`src/rtl/piso_serializer.sv`:
```
// ---------------------------------------------------------------------------
// PisoSerializer (module piso_serializer)
//
// Parallel-in, serial-out serializer. A word offered on the valid/ready load
// port is shifted out one bit per enabled cycle, MSB first (dir = 0) or LSB
// first (dir = 1). The last-bit cycle can overlap with the next accept, so
// back-to-back words stream without a gap. The en input freezes the bit
// stream on any cycle.
//
// Ports
//   clk         rising-edge clock
//   rstn        asynchronous active-low reset
//   in_valid    in_data/dir offered for load
//   in_ready    block can accept a word this cycle (combinational on en/rstn)
//   in_data     parallel word to serialize
//   dir         0 = MSB first, 1 = LSB first; sampled only on accept
//   en          shift enable; 0 holds the current bit and all state
//   sout        serial data bit (0 while idle)
//   sout_valid  sout carries a word bit
//   busy        a word is in flight
//   done        one-cycle pulse after the last bit of a word is consumed
// ---------------------------------------------------------------------------
module piso_serializer #(
    parameter int WIDTH = 8
) (
    input  logic             clk,
    input  logic             rstn,
    input  logic             in_valid,
    output logic             in_ready,
    input  logic [WIDTH-1:0] in_data,
    input  logic             dir,
    input  logic             en,
    output logic             sout,
    output logic             sout_valid,
    output logic             busy,
    output logic             done
);

    localparam int CNT_W = $clog2(WIDTH);
    localparam logic [CNT_W-1:0] LAST_CNT = CNT_W'(WIDTH - 1);

    typedef enum logic {
        IDLE  = 1'b0,
        SHIFT = 1'b1
    } state_t;

    state_t           state_q, state_d;
    logic [WIDTH-1:0] shreg_q, shreg_d;
    logic             dir_q, dir_d;
    logic [CNT_W-1:0] cnt_q, cnt_d;
    logic             done_q, done_d;

    logic lastBit;
    logic accept;

    // The last bit is consumed only when the counter sits on the final
    // position and the shift is enabled; this is also the one cycle in
    // SHIFT where a new word may be accepted without a bubble.
    assign lastBit  = (state_q == SHIFT) && (cnt_q == LAST_CNT) && en;
    assign in_ready = rstn && ((state_q == IDLE) || lastBit);
    assign accept   = in_valid && in_ready;

    // Next-state logic. Everything holds by default, so an en = 0 cycle in
    // SHIFT freezes the word. A load overrides the shift/clear decisions
    // because an accept can only coincide with IDLE or the last-bit cycle.
    always_comb begin
        state_d = state_q;
        shreg_d = shreg_q;
        dir_d   = dir_q;
        cnt_d   = cnt_q;
        done_d  = 1'b0;

        case (state_q)
            IDLE: begin
                state_d = IDLE;
            end
            SHIFT: begin
                if (en) begin
                    if (dir_q) begin
                        shreg_d = {1'b0, shreg_q[WIDTH-1:1]};
                    end else begin
                        shreg_d = {shreg_q[WIDTH-2:0], 1'b0};
                    end
                    if (cnt_q == LAST_CNT) begin
                        done_d  = 1'b1;
                        state_d = IDLE;
                        shreg_d = '0;
                        cnt_d   = '0;
                    end else begin
                        cnt_d = cnt_q + 1'b1;
                    end
                end
            end
            default: begin
                state_d = IDLE;
            end
        endcase

        if (accept) begin
            state_d = SHIFT;
            shreg_d = in_data;
            dir_d   = dir;
            cnt_d   = '0;
        end
    end

    // State register; reset abandons any word in flight without a done pulse.
    always_ff @(posedge clk or negedge rstn) begin
        if (!rstn) begin
            state_q <= IDLE;
            shreg_q <= '0;
            dir_q   <= 1'b0;
            cnt_q   <= '0;
            done_q  <= 1'b0;
        end else begin
            state_q <= state_d;
            shreg_q <= shreg_d;
            dir_q   <= dir_d;
            cnt_q   <= cnt_d;
            done_q  <= done_d;
        end
    end

    // Outputs come straight from registers so downstream logic sees no
    // combinational path from the inputs.
    always_comb begin
        sout = 1'b0;
        if (state_q == SHIFT) begin
            sout = dir_q ? shreg_q[0] : shreg_q[WIDTH-1];
        end
    end

    assign sout_valid = (state_q == SHIFT);
    assign busy       = (state_q == SHIFT);
    assign done       = done_q;

endmodule

```
`config.mk`:
```
export PLATFORM = sky130hd
export DESIGN_NAME = piso_serializer
export DESIGN_NICKNAME = d
export VERILOG_FILES = /design/src/rtl/piso_serializer.sv
export SDC_FILE = /design/constraint.sdc
export NUM_CORES = 1
export LEC_CHECK = 0
export CELL_PAD_IN_SITES_DETAIL_PLACEMENT = 1
export CELL_PAD_IN_SITES_GLOBAL_PLACEMENT = 2
export CORE_MARGIN = 1
export CORE_UTILIZATION = 29
export DETAILED_ROUTE_END_ITERATION = 6
export PLACE_DENSITY_LB_ADDON = 0.05
export RECOVER_POWER = 50
export SKIP_CTS_REPAIR_TIMING = 1
export SLEW_MARGIN = 5
export SYNTH_ARGS = -nofsm -noshare
export SYNTH_HDL_FRONTEND = slang
export SYNTH_SLANG_ARGS = --single-unit
```
`constraint.sdc`:
```
create_clock -name clk -period 1.9 [get_ports clk]
set_input_delay 0.38 -clock clk [delete_from_list [all_inputs] [get_ports clk]]
set_output_delay 0.38 -clock clk [all_outputs]
set_load 0.005 [all_outputs]
```
Word-level counts from Yosys, hierarchy flattened:

Index checks and enable logic that the tools add are counted.

* bits in registers: 14
* input port bits: 13
* output and inout port bits: 5
* word-level logic and storage cells: 34

* add/subtract/negate cells: 1
* equality and inequality tests: 1
* multiplexer cells: 18
* bitwise operators: 1
* reductions and logical operators: 8

Operators by type and width (number)
* 8-bit 2-to-1 mux: 5
* 3-bit 2-to-1 mux: 4
* 1-bit 2-to-1 mux: 8
* 1-bit logical AND: 4
* 2-bit nonzero test: 2
* 3-bit by 1-bit adder with 3-bit output, second input constant: 1
* 3-bit equality test, second input constant: 1
* 1-bit case mux with 2 select lines: 1
* 2-bit AND reduction: 1
* 1-bit logical OR: 1
* 1-bit NOT: 1

Logic depth before layout (Yosys ltp):

* depth in word-level cells: 8
* mapped depth: 6
* gate-level depth less buffers: 5

Worst setup path before layout:

No wires, ideal clock.

* path type: flip-flop to flip-flop
* start point: register cnt_q[0]
* end point: register shreg_q[6]
* setup time: 0.126 ns
* data arrival time: 1.465 ns
* required time: 1.774 ns
* slack: 0.309 ns
* cell stages (with the launch flop): 7
* buffers on the path: 1
* clock period less this slack: 1.591 ns
* cell sequence: dfrtp_1 > ha_1 > ha_1 > a21boi_4 > nor2_2 > buf_6 > a221o_1

* word-level cells in the longest chain between the ends: 8
* elaborated cells on any way between the ends: 13
* those cells by class: 1 x eq/ne; 4 x mux; 8 x reduce/logical

Ends and longest elaborated chain
* start, declared: RTL line 50 `logic [CNT_W-1:0] cnt_q, cnt_d;`
* start signal, assigned: RTL line 119 `cnt_q <= cnt_d;`
* 3-bit equality test (*): RTL line 59, 84
* 1-bit logical AND (2 in a row): RTL line 59 `assign lastBit = (state_q == SHIFT) && (cnt_q == LAST_CNT) && en;`
* 1-bit logical OR: RTL line 60 `assign in_ready = rstn && ((state_q == IDLE) || lastBit);`
* 1-bit logical AND: RTL line 60
* 1-bit logical AND: RTL line 61 `assign accept = in_valid && in_ready;`
* 2-bit nonzero test (no line)
* 2-bit AND reduction (no line)
* end signal, assigned: RTL line 117 `shreg_q <= shreg_d;`
* end, declared: RTL line 48 `logic [WIDTH-1:0] shreg_q, shreg_d;`

Mark *: on every way between the ends. The rest lies on a longest branch, timed or not. The select of a mux whose other input is x is not followed.
A chain may end at the register's enable or synchronous reset.

Worst setup path after layout:

* start point: register cnt_q[0]
* end point: output port in_ready

* word-level cells in the longest chain between the ends: 5

Ends and longest elaborated chain
* 3-bit equality test: RTL line 59
* 1-bit logical AND (2 in a row): RTL line 59
* 1-bit logical OR: RTL line 60
* 1-bit logical AND: RTL line 60
* end, declared: RTL line 29 `output logic in_ready,`

No other way between the ends.

==> summary.md <==
| Metric | Value |
|---|---|
| Result of the run | `finished, final reports clean` |
| Fraction of power spent switching nets | `~33%` |
| Synth top area share | `around half` |
| Share of final-layout standard cells stronger than drive strength 1 | `around a fifth` |
| Synth top cells by count | `dfrtp_1 (14), a221o_1 (8), mux2i_1 (7), nor2_1 (7), nand2_1 (6)` |
| Nets in the synthesized netlist | `a little under 80` |
| Number of global-route vias before repair | `586` |
| Final Slew Violations | `0` |
| Crit path from | `cnt_q[0]$_DFFE_PN0P_` |
| Syn Std Cell Area | `between 700 and 800 um2` |
| Async SR Flop Fraction | `100%` |
| Post-route clock skew | `a little under 0.003 ns` |
| Vias per inst | `between 4 and 5` |
| Maximum level of the CTS H-tree | `1` |
| Initial antenna violation count | `0` |
| Number of instances in the synthesized netlist | `64` |
| Number of enable-type register cells in the synthesized netlist | `0` |
| Critical R2R Launch | `cnt_q[0]$_DFFE_PN0P_` |
| Bufs on Longest Clock Path | `2` |
| Min setup slack post-route | `between 0.07 and 0.08 ns` |
| All-layer global routing usage | `15.1%` |
| Starting density of the core | `a little under a third` |
| CTS tree | `done` |
| Sum of net half-perimeters after detailed placement | `around 1200 um` |
| Ratio of final minimum period to clock period | `about 96%` |
| Clock sink total | `14` |
| Io pins | `18` |
| Area of the die | `~2700 um2` |
| Maximum clock frequency | `roughly 550 MHz` |
| Path category of the worst min-delay check | `flip-flop to flip-flop` |
| Max transition margin | `67.9%` |
| Synth cell types | `21` |
| Number of hold violations in the final report | `0` |
| Setup Slack @ Placement | `-0.0577 ns` |
| Clock latency at the later pin of the worst-skew pair | `approximately 0.28 ns` |
| Layout Cells excl Fill | `between 100 and 150` |
| Remaining global-route overflow | `0` |
| Sw Pwr | `just over 0.4 mW` |
| Proportion of power drawn by flip-flops and latches | `between 40% and 50%` |
| Number of placed instances, taps included | `approximately 120` |
| Global-route wire length before repair | `about 2800 um` |
| Die Span X | `~52 um` |
| Measured slew at the worst slew-check pin | `about 0.48 ns` |
| Aggregate negative setup slack | `0 ns` |
| Leak pwr | `around 0.48 nW` |
| MaxCap Viol Count | `0` |
| Wire length per cell after detailed routing | `roughly 14 um` |
| Cell Pwr Density | `between 1000 and 1500 nW/um2` |
| Placer congestion estimate | `0.687` |
| Number of core rows | `17` |
| Final-stage net count | `between 100 and 150` |
| Data required time of the worst path | `1.52 ns` |
| Antenna Nets Post-Route | `0` |
| P_int | `0.839 mW` |
| CTS root buffer | `clkbuf_4` |
| Critical Path AT | `1.44 ns` |
| Setup-violating endpoint count in the final report | `0` |
| Critical-path maximum fanout | `3` |
| Element type at the critical path start | `flip-flop` |
| Leading cell type by number of instances after synthesis | `dfrtp_1` |
| Maximum number of pins on one net before global-route repair | `11` |
| Clock slew at reported path FFs | `0.09 ns` |
| Routed wire length | `about 1700 um` |
| Worst vdd rail ir drop | `763 uV` |
| Worst hold-check slack | `approximately 0.54 ns` |
| Iteration-0 DRC Markers | `7` |
| Area growth, synth to finish | `39.2%` |
| Vias | `~580` |
| Height of the die | `about 52 um` |
| Pre-antenna DRT Iters | `4` |
| Primary flip-flop cell chosen by synthesis mapping | `dfrtp_1` |
| Antenna cells | `0` |
| Synth Area per Inst | `approximately 11 um2` |
| Number of warnings printed during yosys synthesis | `0` |
| Synth area leader | `dfrtp_1` |
| Relative contribution of the clock network to total power | `around 18%` |
| Top post-synthesis cells by area | `dfrtp_1 (48%), a221o_1 (11%), mux2i_1 (9.7%)` |
| Sort of element at the end of the critical path | `output pin` |
| Final Total Pwr | `1.25 mW` |
| Seq cells post-synth | `14` |
| Hold Path Origin | `cnt_q[1]$_DFFE_PN0P_` |
| Fraction of the yosys area taken by sequential cells | `between 40 and 50%` |
| Setup repair after global routing missed its margin | `no` |
| Port Buf Inserts | `17` |
| Category of the critical setup timing path | `flip-flop to output pin` |
| Num CTS Buffers | `3` |
| Number of remaining DRC errors | `0` |
| Total core area | `2280 um2` |
| Fraction of power consumed by combinational cells | `slightly above 40%` |
| Post-layout min period | `around 1.8 ns` |
power by group through the flow:
stage	Combinational [mW]	Sequential, mW	Clock (mW)
6_report	0.512	0.521	0.220
2_1_floorplan	0.360	0.485	0
4_1_cts	0.518	0.520	0.229
3_5_place_dp	0.513	0.526	0
5_1_grt	0.572	0.538	0.242
3_3_place_gp	0.504	0.525	0
metal layers:
| layer | share of wire (%) | track usage, % | up-vias |
|---|---|---|---|
| met5 | 0 | 0 | - |
| met4 | 1.5 | 8.11 | 0 |
| met3 | 4.7 | 4.09 | 2 |
| met2 | 39 | 19.9 | 13 |
| met1 | 54 | 22.0 | 273 |
| li1 | - | - | 288 |
kinds of logic (layout without fill, tap and decap cells):
logic type,Yosys count,count (layout),share of synthesized area [%]
AOI/OAI and AO/OA,13,13,16.8
adders and majority gates,2,2,3.45
buffers and inverters,4,31,4.32
DFF,14,14,48.4
muxes,8,8,11.2
and+or+nand+nor,23,23,15.9
sequential cells by signal, indices dropped and copies added, names as in the netlist:
register / flops
shreg_q: 8
cnt_q: 3
busy: 1
dir_q: 1
done: 1
layout by cell type (no fill, tap or decap):
| master | instances |
|---|---|
| nor2b_1 | 2 |
| ha_1 | 1 |
| nor2_1 | 7 |
| and3_1 | 1 |
| clkdlybuf4s50_1 | 15 |
| dfrtp_1 | 13 |
| nor2_2 | 1 |
| nand2b_1 | 1 |
| or2_2 | 1 |
| a21oi_1 | 3 |
| dlymetal6s2s_1 | 1 |
| clkbuf_1 | 2 |
| buf_4 | 8 |
| nand3_1 | 2 |
| mux2_2 | 1 |
| dlygate4sd3_1 | 1 |
| o21a_1 | 1 |
| dfrtp_2 | 1 |
| clkbuf_8 | 1 |
| a221o_1 | 8 |
| nand3b_2 | 1 |
| ha_2 | 1 |
| mux2i_1 | 7 |
| clkbuf_4 | 3 |
| nand2_1 | 6 |
| nor3b_1 | 1 |
| a21boi_4 | 1 |
cell type report:
class | count | area (um2)
Fill cell | 265 | 1270
Sequential cell | 14 | 352
Multi-Input combinational cell | 46 | 345
Timing Repair Buffer | 27 | 240
Clock buffer | 4 | 36.3
Tap cell | 28 | 35.0
worst max-delay path, cell delays in order (launching register included):
cell            delay, ns
dfrtp_1              0.40
ha_1                 0.21
ha_2                 0.20
a21boi_4             0.16
nor2b_1              0.05
dlymetal6s2s_1       0.14
stage by stage:
stage | utilization (%) | cell area, um2
after floorplan | - | 724
after CTS | 44.4 | 1010
after global placement | 42.8 | 973
after detailed placement | 42.8 | 973
after global routing | 44.3 | 1010
final | 44.3 | 1010
final timing paths:
kind	to	slack [ns]	cells past startpoint
worst max-delay path	in_ready	0.08	5
worst min-delay path	cnt_q[1]$_DFFE_PN0P_	0.54	2
worst max register to register	shreg_q[6]$_DFFE_PN0P_	0.15	7
worst min register to register	cnt_q[1]$_DFFE_PN0P_	0.54	2
max in group asynchronous	busy$_DFF_PN0_	0.90	2
min in group asynchronous	shreg_q[1]$_DFFE_PN0P_	0.60	2
(Power assumes the default switching activity.)
